### src/rtl/awaddr_wr_arbiter.sv
// Round-robin write-address arbiter: grants one requester at a time into the
// awaddr FIFO and tracks how many write bursts are outstanding.
module awaddr_wr_arbiter #(
  parameter int N_REQ      = 4,
  parameter int ADDR_WIDTH = 28,
  parameter int LEN_WIDTH  = 8,
  parameter int MAX_OUTST  = 8,
  localparam int ID_W      = (N_REQ > 1) ? $clog2(N_REQ) : 1,
  localparam int D_W       = ID_W + LEN_WIDTH + ADDR_WIDTH
) (
  input  logic                        clk,
  input  logic                        rst,
  input  logic                        arb_en,
  input  logic [N_REQ-1:0]            req_valid,
  input  logic [N_REQ*ADDR_WIDTH-1:0] req_addr,
  input  logic [N_REQ*LEN_WIDTH-1:0]  req_len,
  output logic [N_REQ-1:0]            req_ready,
  output logic [D_W-1:0]              fifo_wr_data,
  output logic                        fifo_wr_en,
  input  logic                        fifo_wr_vld,
  input  logic                        bdone,
  output logic [7:0]                  outstanding,
  output logic                        busy,
  output logic                        err_underflow
);

  localparam logic [7:0] MAX_CNT = 8'(MAX_OUTST);

  typedef enum logic {IDLE, PUSH} state_t;

  state_t                 state;
  logic [ID_W-1:0]        last_grant;
  logic [ID_W-1:0]        win_idx;
  logic                   win_found;
  logic [ADDR_WIDTH-1:0]  win_addr;
  logic [LEN_WIDTH-1:0]   win_len;
  logic [ID_W-1:0]        winner_q;
  logic                   grant;
  logic                   push_done;

  // Requesters above last_grant take precedence over those at or below it,
  // and the lowest index wins within each group (ascending search with wrap).
  always_comb begin
    win_found = 1'b0;
    win_idx   = '0;
    for (int i = N_REQ - 1; i >= 0; i--) begin
      if (req_valid[i] && (i <= int'(last_grant))) begin
        win_found = 1'b1;
        win_idx   = ID_W'(i);
      end
    end
    for (int i = N_REQ - 1; i >= 0; i--) begin
      if (req_valid[i] && (i > int'(last_grant))) begin
        win_found = 1'b1;
        win_idx   = ID_W'(i);
      end
    end
  end

  always_comb begin
    win_addr = '0;
    win_len  = '0;
    for (int i = 0; i < N_REQ; i++) begin
      if (win_idx == ID_W'(i)) begin
        win_addr = req_addr[i*ADDR_WIDTH +: ADDR_WIDTH];
        win_len  = req_len[i*LEN_WIDTH +: LEN_WIDTH];
      end
    end
  end

  assign winner_q   = fifo_wr_data[D_W-1 -: ID_W];
  assign grant      = (state == IDLE) && arb_en && win_found && (outstanding < MAX_CNT);
  assign push_done  = (state == PUSH) && fifo_wr_vld;
  assign busy       = (state == PUSH);
  assign fifo_wr_en = (state == PUSH);

  // Acknowledge in the very cycle the FIFO accepts; a reset in that cycle cancels it.
  always_comb begin
    req_ready = '0;
    for (int i = 0; i < N_REQ; i++) begin
      req_ready[i] = push_done && !rst && (winner_q == ID_W'(i));
    end
  end

  always_ff @(posedge clk) begin
    if (rst) begin
      state         <= IDLE;
      fifo_wr_data  <= '0;
      outstanding   <= '0;
      err_underflow <= 1'b0;
      last_grant    <= ID_W'(N_REQ - 1);
    end else begin
      case (state)
        IDLE: begin
          if (grant) begin
            state        <= PUSH;
            fifo_wr_data <= {win_idx, win_len, win_addr};
          end
        end
        PUSH: begin
          if (fifo_wr_vld) begin
            state      <= IDLE;
            last_grant <= winner_q;
          end
        end
        default: state <= IDLE;
      endcase

      // A completing push and a B response in the same cycle cancel out.
      if (push_done && !bdone) begin
        outstanding <= outstanding + 8'd1;
      end else if (!push_done && bdone) begin
        if (outstanding == 8'd0) begin
          err_underflow <= 1'b1;
        end else begin
          outstanding <= outstanding - 8'd1;
        end
      end
    end
  end

endmodule

### config.mk
export PLATFORM = sky130hd
export DESIGN_NAME = awaddr_wr_arbiter
export DESIGN_NICKNAME = d
export VERILOG_FILES = /design/src/rtl/awaddr_wr_arbiter.sv
export SDC_FILE = /design/constraint.sdc
export NUM_CORES = 1
export LEC_CHECK = 0
export CORE_ASPECT_RATIO = 0.8
export CORE_MARGIN = 2
export CORE_UTILIZATION = 34
export DETAILED_ROUTE_END_ITERATION = 12
export GPL_ROUTABILITY_DRIVEN = 0
export PLACE_DENSITY_LB_ADDON = 0.15
export SYNTH_ARGS = -nofsm -noshare
export SYNTH_HDL_FRONTEND = slang
export SYNTH_SLANG_ARGS = --single-unit
export TNS_END_PERCENT = 20
### constraint.sdc
create_clock -name clk -period 2.4 [get_ports clk]
set_clock_uncertainty 0.05 [all_clocks]
set_input_delay 0.36 -clock clk [delete_from_list [all_inputs] [get_ports clk]]
set_output_delay 0.36 -clock clk [all_outputs]
set_load 0.05 [all_outputs]
== Word level (Yosys, flattened, before mapping) ==
Cells that the tools add are included.
Storage, ports and cells
  flip-flop bits (word level): 50
  output and inout bits: 53
  word-level logic and storage cells: 79
Operators by class
  add/subtract/negate cells: 2
  order comparisons: 7
  equal/unequal tests: 7
  mux-type cells: 28
  bitwise operators: 2
  reductions and logical operators: 28
Operators with widths (count)
  $mux 28: 4
  $mux 8: 7
  $logic_and 1x1->1: 17
  $mux 2: 7
  $mux 1: 9
  $add 8x1->8 const B: 1
  $eq 2x2->1 const B: 4
  $logic_not 8->1: 1
  $lt 8x4->1 const B: 1
  $sub 8x1->8 const B: 1
  $reduce_and 2->1: 3
  $eq 2x1->1 const B: 2
  $gt 2x2->1 const A: 2
  $le 2x2->1 const A: 2
  $logic_not 2->1: 2
  $logic_not 1->1: 3
  $reduce_and 3->1: 1
  $gt 1x2->1 const A: 1
  $le 1x2->1 const A: 1
  $ne 2x2->1 const B: 1
  $not 1->1: 2
  $pmux 1 s2: 1
  $reduce_bool 2->1: 1

== Logic depth before layout (Yosys ltp) ==
  depth in word-level cells: 14
  gate-level depth with buffers: 10
  mapped depth without buffers: 10

== Least setup slack after synthesis ==
No wires, ideal clock.
  path kind: register to register
  start point: register state, in the netlist busy
  end point: register outstanding[7]
  arrival: 2.821 ns
  data required time: 2.229 ns
  setup slack: -0.592 ns
  stages on the path, launching flop included: 11
  buffers on the path: 0
  clock period less this slack: 2.992 ns
  cells stage by stage: dfxtp_1 -> nand2_1 -> inv_1 -> ha_1 -> inv_1 -> ha_1 -> a211oi_1 -> o21ai_0 -> a211o_1 -> a21oi_1 -> mux2_2
Between the ends
  word-level cells in the longest chain between the ends: 5
RTL lines
  start, declared: line 31  | state_t state;
  start signal, assigned: line 87  | state <= IDLE;
  start signal, assigned: line 96  | state <= PUSH;
  start signal, assigned: line 102  | state <= IDLE;
  $logic_and 1x1->1 *: line 73  | assign push_done = (state == PUSH) && fifo_wr_vld;
  net push_done: line 39  | logic push_done;
  $logic_not 1->1: line 112  | end else if (!push_done && bdone) begin
  $logic_and 1x1->1: line 112
  $reduce_bool 2->1 (no line)
  $reduce_and 2->1 (no line)
  end signal, assigned: line 111  | outstanding <= outstanding + 8'd1;
  end signal, assigned: line 116  | outstanding <= outstanding - 8'd1;
  end, declared: line 22  | output logic [7:0] outstanding,
Mark *: on every way through the listed nets, which the timed path passes. The rest lies on a longest branch.
A chain may end at the register's enable or synchronous reset.

== Worst setup path in the final report ==
  start point: input port fifo_wr_vld
  end point: register outstanding[7]
Between the ends
  word-level cells in the longest chain between the ends: 5
RTL lines
  start, declared: line 20  | input logic fifo_wr_vld,
  $logic_and 1x1->1 *: line 73
  net push_done: line 39
  $logic_not 1->1: line 112
  $logic_and 1x1->1: line 112
  $reduce_bool 2->1 (no line)
  $reduce_and 2->1 (no line)
Marked as above.

==> reports/results.txt <==
status = finished clean
clock root cell = clkbuf_16
largest net degree at the start of global routing = 30
proportion of layout cells with a drive suffix above 1 = 0.198
Net Sw Power = 0.00247 W
Via density = 5.09
Post-Synthesis Cells = 329
clock power share = 0.140
mean area per synthesized cell = 10.0 um2
Buffers on Ports = 205
io pins = 206
final routed DRC violation total = 0
die area = 10500 um2
final worst slack = 0.112 ns
synthesized flop and latch total = 50
Cell Pwr Density = 923 nW/um2
routed len/inst = 16.4 um
critical path's top delay family = compound AO/OA/AOI/OAI gates
sequential share of power = 0.232
post-route minimum period = 2.29 ns
gr ovfl total = 0
cts bufs inserted = 5
combinational group share of total power = 0.628
main flop type after synthesis = dfxtp_1
CP Max Fanout = 8
Cell Chain, Critical Path = dlygate4sd2_1 -> nand2_2 -> inv_1 -> ha_4 -> inv_8 -> ha_4 -> a211oi_4 -> o21ai_2 -> a211o_1 -> a21oi_2 -> mux2_2
Crit Path Category = in2reg
routed wire length = 11100 um
critical path capture point type = register
chip height = 92.1 um
nets = 723
RSZ-0062 raised after global routing = false
Synthesis Warnings = 0
slowest CP cell = mux2_2
P_int = 0.00314 W
number of global-route vias before repair = 3470
met3 Track Usage GR = 0.0516
most crowded layer after global routing = met2
die width = 114 um
Fin. Hold Viols = 0
fmax = 437 MHz
Tot Pwr = 0.00561 W
Mapped Area = 3300 um2
Skew-Pair Late Insertion Delay = 0.28 ns
number of antenna diodes = 0
GRT Overall Usage = 0.204
slew margin rel. = 0.635
H-Tree Depth = 2
CTS tree = done
post-synthesis sequential area ratio = 0.303
Place WS = -0.598 ns
Worst Setup Start Kind = input port
most frequent cells in the layout = clkdlybuf4s50_1, mux2i_1, dfxtp_1
Vias = 3461
core area = 9530 um2
cell mode on critical path = ha_4
Min-Delay Path Class = reg2reg
WP data arrival = 2.42 ns
final setup fails = 0
initial antenna violation count = 0
met1 Resource Use GR = 0.248
Post-DRT Antenna Nets = 0
Core Rows = 32
Async S/R FF share, synth = 0
area added between synthesis and finish = 84.4%
first-pass GRT wire length = 17200 um
VDD IR max = 0.493 mV
Initial Util = 0.346
clk buf depth = 2
syn nets = 491
Final HPWL DP = 8970 um
LEAKAGE = 2.35 nW
largest cells by area after synthesis = dfxtp_1, mux2i_1, o221ai_2, nand2_1, ha_1
CTS clk-pin slew, worst paths = 0.07 ns
Clock Sinks = 50
1st-pass router iterations = 4
switching power share of the total = 0.441
Yosys top cell area share = 0.303
Post-synth EDFFs = 0
Buf/Inv on CP = 3
Slew @ Worst Pin = 0.546 ns
post-synth cell types = 41
area leader, netlist = dfxtp_1
largest stage delay on the critical path = 0.33 ns
Max Cap Viol = 0
fin. max-slew vios = 0
Tcrit/Tclk final = 0.953
WP data required = 2.53 ns
most common cell after layout, fill and taps aside = clkdlybuf4s50_1
DR iter-0 viols = 180
global-route track usage on met2 = 0.359
-- cell type report --
class | instances | area (um2)
Tap cell | 119 | 149
Fill cell | 794 | 3450
Timing Repair Buffer | 247 | 2480
Clock buffer | 7 | 164
Sequential cell | 50 | 1000
Multi-Input combinational cell | 250 | 2250
Inverter | 7 | 33.8
-- state kept, by name (all words and copies together) (netlist names) --
signal         cells
outstanding        8
busy               1
last_grant         2
err_underflow      1
fifo_wr_data      38
-- through the flow --
stage,setup TNS [ns],hold WS [ns],instance area [um2],cells,util
final,0,0.418,6080,680,0.638
after global routing,0,0.444,6080,680,0.638
after CTS,0,0.422,6020,679,0.631
after detailed placement,-1.51,0.400,5790,671,0.608
after global placement,-1.30,0.395,5790,671,0.608
after floorplan,-0.105,0.455,3320,329,-
-- power by group through the flow --
stage / clock network, W / logic [W] / registers, W
2_1_floorplan: 0 / 0.00123 / 0.00215
3_3_place_gp: 0 / 0.00331 / 0.00130
3_5_place_dp: 0 / 0.00335 / 0.00130
4_1_cts: 0.000805 / 0.00346 / 0.00130
5_1_grt: 0.000831 / 0.00374 / 0.00134
6_report: 0.000786 / 0.00353 / 0.00130
-- final timing paths --
check	depth (start not counted)	startpoint	slack, ns	to
setup / recovery	11	fifo_wr_vld	0.11	outstanding[7]$_SDFFE_PP0P_
setup reg to reg	10	busy$_SDFF_PP0_	0.12	outstanding[7]$_SDFFE_PP0P_
hold / removal	2	fifo_wr_data[30]$_SDFFE_PP0P_	0.42	fifo_wr_data[30]$_SDFFE_PP0P_
hold reg to reg	2	fifo_wr_data[30]$_SDFFE_PP0P_	0.42	fifo_wr_data[30]$_SDFFE_PP0P_
-- metal layers --
metal	routed length (um)	share of wire	vias up
met5	0	0	-
met1	4620	0.41	1614
met4	119	0.011	0
met2	5610	0.50	130
li1	-	-	1707
met3	789	0.071	10
-- cell families after synthesis --
| family | Yosys count | synth area share |
|---|---|---|
| buf+inv | 29 | 0.0580 |
| compound gates | 73 | 0.237 |
| simple gates | 89 | 0.126 |
| fa+ha+maj | 9 | 0.0364 |
| flops | 50 | 0.303 |
| mux | 76 | 0.231 |
| xor+xnor | 3 | 0.00797 |
-- synth_stat cells (all sizes together), types with 4 or more instances --
| library cell | number |
|---|---|
| nor3 | 4 |
| o21ai | 6 |
| mux2i | 75 |
| ha | 8 |
| buf | 16 |
| nand2 | 48 |
| dfxtp | 50 |
| a211o | 4 |
| a21oi | 9 |
| clkbuf | 5 |
| nor2 | 15 |
| inv | 7 |
| o221ai | 38 |
| nand3b | 4 |
-- worst min-delay path, cell delays in order, from the launching register on --
cell	delay (ns)
dfxtp_1	0.33
nand2_1	0.06
o221ai_2	0.05
-- timing repair --
action	in CTS	in global routing
gates cloned	0	0
setup buffers	1	1
gates resized for setup	12	12
hold buffers	0	0
setup endpoints to repair	2	3
pin swaps	4	5
Power figures use the tool's default switching activity.
